--- src/rtl/psg_pkg.sv ---
// Shared constants for the SN76489-style PSG: byte field positions,
// channel encoding, register addresses and the silent attenuation value.
package psg_pkg;

  // Command byte layout: [7] latch flag, [6:4] register address on latch bytes.
  localparam int LATCH_BIT = 7;
  localparam int REG_MSB   = 6;
  localparam int REG_LSB   = 4;

  // Low nibble of a tone register comes from the latch byte, the rest from data bytes.
  localparam int TONE_LO_BITS = 4;

  localparam int NOISE_CHANNEL = 3;

  typedef enum logic [1:0] {
    CH_TONE0 = 2'd0,
    CH_TONE1 = 2'd1,
    CH_TONE2 = 2'd2,
    CH_NOISE = 2'(NOISE_CHANNEL)
  } chan_e;

  // Register address {R2,R1,R0}: R2R1 = channel, R0 = 1 for attenuation.
  localparam logic [2:0] REG_NOISE = 3'b110;

  localparam logic [3:0] ATTN_SILENT = 4'hF;

  typedef struct packed {
    chan_e ch;
    logic  is_attn;
  } reg_addr_t;

  function automatic reg_addr_t decode_addr(input logic [2:0] addr);
    reg_addr_t r;
    r.ch      = chan_e'(addr[2:1]);
    r.is_attn = addr[0];
    return r;
  endfunction

endpackage

--- src/rtl/psg_write_throttle.sv ---
// Write throttle: holds off host writes for WRITE_CYCLES cycles after each accept.
// Latency: ready/overrun registered (1 cycle); accept_o is wr_en_i & ready_o.
// Backpressure: writes sampled while busy are dropped and flagged on overrun_o.
module psg_write_throttle #(
  parameter int WRITE_CYCLES = 32
) (
  input  logic clk,
  input  logic rst_n,
  input  logic wr_en_i,
  output logic ready_o,
  output logic overrun_o,
  output logic accept_o
);

  localparam int CW = (WRITE_CYCLES > 0) ? $clog2(WRITE_CYCLES + 1) : 1;

  logic [CW-1:0] count_q, count_d;
  logic          ready_q, ready_d;
  logic          overrun_q, overrun_d;

  assign accept_o  = wr_en_i & ready_q;
  assign ready_o   = ready_q;
  assign overrun_o = overrun_q;

  // Reload on accept, otherwise count down to idle; ready tracks the idle state.
  always_comb begin
    count_d = count_q;
    if (accept_o) begin
      count_d = CW'(WRITE_CYCLES);
    end else if (count_q != '0) begin
      count_d = count_q - CW'(1);
    end
    ready_d   = (count_d == '0);
    overrun_d = wr_en_i & ~ready_q;
  end

  // Busy counter and handshake flags.
  always_ff @(posedge clk or negedge rst_n) begin
    if (!rst_n) begin
      count_q   <= '0;
      ready_q   <= 1'b1;
      overrun_q <= 1'b0;
    end else begin
      count_q   <= count_d;
      ready_q   <= ready_d;
      overrun_q <= overrun_d;
    end
  end

endmodule

--- src/rtl/psg_register_interface.sv ---
// PSG host register interface: decodes latch/data bytes into attenuation, tone and noise registers.
// Latency: 1 cycle from accepted write to register/lfsr_reset update.
// Backpressure: ready drops for WRITE_CYCLES cycles after each accept; writes while busy are dropped.
module psg_register_interface
  import psg_pkg::*;
#(
  parameter int NUM_TONES                = 3,
  parameter int ATTENUATION_CONTROL_BITS = 4,
  parameter int FREQUENCY_COUNTER_BITS   = 10,
  parameter int NOISE_CONTROL_BITS       = 3,
  parameter int WRITE_CYCLES             = 32
) (
  input  logic                                         clk,
  input  logic                                         rst_n,
  input  logic [7:0]                                   data_in,
  input  logic                                         wr_en,
  output logic                                         ready,
  output logic                                         overrun,
  output logic [4*ATTENUATION_CONTROL_BITS-1:0]        attn_flat,
  output logic [NUM_TONES*FREQUENCY_COUNTER_BITS-1:0]  tone_freq_flat,
  output logic [NOISE_CONTROL_BITS-1:0]                noise_ctrl,
  output logic                                         lfsr_reset,
  output logic [2:0]                                   latched_reg
);

  localparam int ACB = ATTENUATION_CONTROL_BITS;
  localparam int FCB = FREQUENCY_COUNTER_BITS;
  localparam int NCB = NOISE_CONTROL_BITS;

  logic            accept;
  logic [ACB-1:0]  attn_q [4];
  logic [ACB-1:0]  attn_d [4];
  logic [FCB-1:0]  tone_q [NUM_TONES];
  logic [FCB-1:0]  tone_d [NUM_TONES];
  logic [NCB-1:0]  noise_q, noise_d;
  logic [2:0]      latched_q, latched_d;
  logic            lfsr_q, lfsr_d;
  logic            is_latch;
  logic [2:0]      reg_sel;
  reg_addr_t       addr;

  psg_write_throttle #(
    .WRITE_CYCLES(WRITE_CYCLES)
  ) u_throttle (
    .clk      (clk),
    .rst_n    (rst_n),
    .wr_en_i  (wr_en),
    .ready_o  (ready),
    .overrun_o(overrun),
    .accept_o (accept)
  );

  // Decode the accepted byte: latch bytes carry their own address, data bytes reuse the latched one.
  always_comb begin
    is_latch  = data_in[LATCH_BIT];
    reg_sel   = is_latch ? data_in[REG_MSB:REG_LSB] : latched_q;
    addr      = decode_addr(reg_sel);
    attn_d    = attn_q;
    tone_d    = tone_q;
    noise_d   = noise_q;
    latched_d = latched_q;
    lfsr_d    = 1'b0;
    if (accept) begin
      if (is_latch) begin
        latched_d = reg_sel;
      end
      if (addr.is_attn) begin
        attn_d[addr.ch] = ACB'(data_in[3:0]);
      end else if (reg_sel == REG_NOISE) begin
        noise_d = data_in[NCB-1:0];
        lfsr_d  = 1'b1;
      end else begin
        for (int k = 0; k < NUM_TONES; k++) begin
          if (reg_sel[2:1] == 2'(k)) begin
            if (is_latch) begin
              tone_d[k][TONE_LO_BITS-1:0] = data_in[TONE_LO_BITS-1:0];
            end else begin
              tone_d[k][FCB-1:TONE_LO_BITS] = data_in[FCB-TONE_LO_BITS-1:0];
            end
          end
        end
      end
    end
  end

  // Register file; attenuation resets to silent so nothing sounds before the host programs it.
  always_ff @(posedge clk or negedge rst_n) begin
    if (!rst_n) begin
      for (int k = 0; k < 4; k++) begin
        attn_q[k] <= ACB'(ATTN_SILENT);
      end
      for (int k = 0; k < NUM_TONES; k++) begin
        tone_q[k] <= '0;
      end
      noise_q   <= '0;
      latched_q <= '0;
      lfsr_q    <= 1'b0;
    end else begin
      attn_q    <= attn_d;
      tone_q    <= tone_d;
      noise_q   <= noise_d;
      latched_q <= latched_d;
      lfsr_q    <= lfsr_d;
    end
  end

  for (genvar g = 0; g < 4; g++) begin : g_attn_flat
    assign attn_flat[g*ACB +: ACB] = attn_q[g];
  end

  for (genvar g = 0; g < NUM_TONES; g++) begin : g_tone_flat
    assign tone_freq_flat[g*FCB +: FCB] = tone_q[g];
  end

  assign noise_ctrl  = noise_q;
  assign lfsr_reset  = lfsr_q;
  assign latched_reg = latched_q;

endmodule

--- config.mk ---
export PLATFORM = sky130hd
export DESIGN_NAME = psg_register_interface
export DESIGN_NICKNAME = d
export VERILOG_FILES = /design/src/rtl/psg_pkg.sv /design/src/rtl/psg_write_throttle.sv /design/src/rtl/psg_register_interface.sv
export SDC_FILE = /design/constraint.sdc
export NUM_CORES = 1
export LEC_CHECK = 0
export BUFFER_PORTS_ARGS = -buffer_cell sky130_fd_sc_hd__buf_2
export CAP_MARGIN = 5
export CELL_PAD_IN_SITES_DETAIL_PLACEMENT = 2
export CELL_PAD_IN_SITES_GLOBAL_PLACEMENT = 2
export CORE_MARGIN = 2
export CORE_UTILIZATION = 37
export CTS_BUF_LIST = sky130_fd_sc_hd__clkbuf_4
export CTS_CLUSTER_SIZE = 20
export DETAILED_ROUTE_END_ITERATION = 8
export PLACE_DENSITY = 0.88
export SLEW_MARGIN = 15
export SYNTH_ARGS = -nofsm -noshare
export SYNTH_HDL_FRONTEND = slang
export SYNTH_HIERARCHICAL = 1
export SYNTH_SLANG_ARGS = --single-unit
--- constraint.sdc ---
create_clock -name clk -period 2.6 [get_ports clk]
set_input_delay 0.13 -clock clk [delete_from_list [all_inputs] [get_ports clk]]
set_output_delay 0.13 -clock clk [all_outputs]
set_load 0.02 [all_outputs]
# Word-level counts from Yosys, hierarchy flattened
# Cells that the tools add are included.
# word_totals
out_inout_bits	55
wordCells	51
reg_bits	61
# op_classes
eq_ne	3
n_addsub	1
n_lt_le_gt_ge	2
n_mux	9
reduce_logical	13
bitwise	7
# ops
op	n
AND reduction 5 bit	6
bitwise mux 16 bit	1
two-way mux 6 bit	2
demux 4 bit (select 2 bit)	1
logical NOT 6 bit	1
nonzero test 6 bit	1
subtractor 6 x 1 -> 6 bit, second input constant	1
two-way mux 4 bit	1
inverter 1 bit	4
AND reduction 2 bit	2
equality test 3 bit, second input constant	1
greater-or-equal comparator 3 bit, second input constant	1
less-than comparator 3 x 1 -> 1 bit, second input constant	1
two-way mux 1 bit	3
two-way mux 3 bit	1
inverter 2 -> 3 bit	1
AND reduction 3 bit	1
AND 1 bit	2
equality test 2 x 1 -> 1 bit, second input constant	1
equality test 2 bit, second input constant	1
logical NOT 2 bit	1
logical AND 1 bit	1

# Logic depth before layout (Yosys ltp)
# depth
depth_word	7
mapped_depth	6
mapped_depth_nobuf	6

# Cells and area by module
# The synthesis kept the hierarchy.
# modules_own_cells
mod	cells_each	n_inst	area_per_inst_um2	seq_area_each_um2
psg_register_interface	137	1	2169.6	1346.3
psg_write_throttle	44	1	444.2	201.4

# Worst setup path after synthesis
# No wires, ideal clock.
# synth_timing
kind	reg2reg
start	register u_throttle.ready_q (netlist: u_throttle/ready_o)
end	register tone_q, in the netlist tone_freq_flat[20]
synth_period_minus_slack_ns	1.970
arrival_ns	1.846
stages_incl_launch_ff	6
required_ns	2.475
slack_ns	0.630
n_path_buf	0
cell_sequence	dfstp_2 nand2_1 inv_1 nand2_2 or4b_1 mux2_2
# synth_via
elab_chain_len	2
# synth_rtl
element	line_no	text
from (decl)	psg_write_throttle.sv:18	logic ready_q, ready_d;
from (signal assigned)	psg_write_throttle.sv:45	ready_q <= ready_d;
AND 1 bit	psg_write_throttle.sv:21	assign accept_o = wr_en_i & ready_q;
via accept	psg_register_interface.sv:30	logic accept;
AND reduction 5 bit (no line)	-	
to (signal assigned)	psg_register_interface.sv:100	tone_q <= tone_d;
to (decl)	psg_register_interface.sv:33	logic [FCB-1:0] tone_q [NUM_TONES];
# The timed path passes the listed nets, and every way through them passes these cells.
# A chain may end at the register's enable or synchronous reset.

# Final worst setup path
# layout_timing
start	register u_throttle.ready_q (netlist: u_throttle/ready_o)
end	register tone_q, in the netlist tone_freq_flat[7]
# Same word-level chain as after synthesis.

==> impl_metrics.yaml <==
status:
  status: "complete, no violations"
detailed_routing:
  dr.pass1.iters: 4
  drcViolationCount: 0
  vias: 1758
  avgViaCountPerCell: 4.99
  routedWlPerCell_um: 18.9
  drtIter0Drc: 39
  wl_mm: 6.64
  ant_nets: 0
logic_synthesis:
  yosys_warnings: 6
  synth_nets: 194
  synthArstFlopShare_pct: 100
  synth_ff_type: "dfrtp_1"
  synth_top_area_cell: "dfrtp_1"
  synth-seq-cells: 61
  yosysSeqAreaShare_pct: 59.2
  netlist_area_um2: 2610
  synth_edf_count: 0
  synth_top_area_share_pct: 42.1
  syn_inst: 181
  yosysUniqueCellTypes: 34
  syn_avg_cell_area_um2: 14.4
  ys_top_cells_by_area: "dfrtp_1 42%, mux2_2 23%, dfstp_2 17%"
sta:
  timing_hold_violations_final: 0
  worst_pin_slew_ps: 672
  rsz0062_at_grt: "false"
  skew_ps: 12.6
  setup_viol: 0
  fmax_mhz: 457
  slew_headroom_pct: 55.2
  setup_slack_ps: 412
  finalCriticalPeriod_ps: 2190
  fin_setup_tns_ps: 0
  period_share_pct: 84.2
  slew_viol_final: 0
hold_path:
  hold_path_class: "primary input to register"
clock_network:
  clock_path_buffers: 2
  cts.htree.levels: 3
  cts_tree: "done"
  post_cts_resized: 0
  clock-root-buffer: "clkbuf_4"
  clk_latency_ps: 410
  post-cts-setup-buffers: 0
  cts_buffers: 9
  ctsHoldBuffers: 2
  clk_pin_slew_ps: 100
  cts_sinks: 61
worst_setup_path:
  critPathArrivalTime_ps: 2490
  critPathLaunchType: "register"
  worstSetupPathType: "register to register"
  cp_data_required_time_ps: 2900
  critPathCaptureType: "register"
  critPathMaxFanout: 10
floorplanning:
  start_util_pct: 38.3
  core_area_um2: 6830
  dieWidth_um: 88.1
  placementRows: 30
  num_io_pins: 66
  die_area_um2: 7750
  die-height_um: 88.1
placed_design:
  portBuffers: 65
  hpwlAfterDp_mm: 4.68
  place_congestion: 0.782
  pre_cts_slack_ps: 425
  postPlaceCellArea_um2: 3040
finish:
  largest_register_ff_count: 30
  post-route-util_pct: 47.1
  syn_to_final_growth_pct: 23.0
  fin_nets: 264
  antennaDiodeCount: 0
  layout_commonest_cell: "buf_2"
  final_cell_mix: "65 x buf_2, 53 x mux2_2, 44 x dfrtp_1, 17 x dfstp_2, 11 x clkbuf_4"
  drive_gt1_share_pct: 62.9
  final_area_um2: 3210
run:
  drv_cap: 0
global_routing:
  grt_overflow_total: 0
  grt_pass1_wl_mm: 10.8
  grt_pass1_vias: 1986
  grt_use_total_pct: 19.0
  antenna_found_initial: 0
  grt_max_degree: 35
power_and_ir_drop:
  ir_worst_vdd_v: 0.000367
  power_density_nw_per_um2: 1060
  power_w: 0.00340
  power_leakage_nw: 1.67
==> per-stage QoR <==
step / hold WS (ps) / instances
after floorplan: -166 / 181
after global placement: 190 / 334
after detailed placement: 209 / 334
after CTS: 91.1 / 352
after global routing: 110 / 352
final: 106 / 352
==> logic make-up after synthesis <==
| family | Yosys count | share of synthesized area (%) |
|---|---|---|
| and+or+nand+nor | 35 | 8.90 |
| AOI/OAI and AO/OA | 11 | 4.02 |
| xor gates and xnor gates | 4 | 1.34 |
| buffers and inverters | 14 | 2.35 |
| muxes | 54 | 23.2 |
| DFF | 61 | 59.2 |
| adders and majority gates | 2 | 0.957 |
==> per-layer routing <==
metal	GRT usage (%)	routed length (um)
met1	24.3	2820
met2	31.5	3450
met3	4.71	274
met4	6.61	94
met5	0	0
==> synth_stat cells, drive strengths merged (2+ instances only) <==
master / count
ha: 2
inv: 5
and3b: 3
nand3b: 3
buf: 3
o21ai: 2
mux2: 53
o211ai: 5
nor2: 6
dfrtp: 44
nor3: 5
dfstp: 17
nor3b: 5
clkbuf: 6
nand2: 6
xnor2: 3
==> area by class of cell <==
class	instances	area, um^2
clock inverters	5	75.1
inverters	5	18.8
well taps	96	120
clock buffers	11	82.6
multi-input cells	106	1000
repair buffers	68	365
fillers	714	3620
flip-flops and latches	61	1550
==> where the power goes <==
part	switching (W)	internal (W)
clock	0.000349	0.000407
combinational	0.000666	0.000465
sequential	0.000240	0.00127
total	0.00126	0.00214
==> critical path, cell delays in order (launching register included) <==
cell     delay, ps
dfstp_2        550
nand2_1         80
inv_1          290
nor3b_2        290
nor3b_2        470
mux2_2         400
==> path summary, 6_finish.rpt <==
path                                            startpoint                               to  slack, ps  cells past startpoint
setup / recovery              u_throttle/ready_o$_DFF_PN1_    tone_freq_flat[7]$_DFFE_PN0P_        410                      5
hold / removal                                  data_in[6]       latched_reg[2]$_DFFE_PN0N_        110                      2
setup reg to reg              u_throttle/ready_o$_DFF_PN1_    tone_freq_flat[7]$_DFFE_PN0P_        410                      5
hold reg to reg            u_throttle/count_q[5]$_DFF_PN0_     u_throttle/ready_o$_DFF_PN1_        510                      1
max in group asynchronous                            rst_n         attn_flat[3]$_DFFE_PN1P_       1620                      3
min in group asynchronous                            rst_n  u_throttle/count_q[2]$_DFF_PN0_        290                      2
No activity file was read; power rests on OpenSTA's default activity.
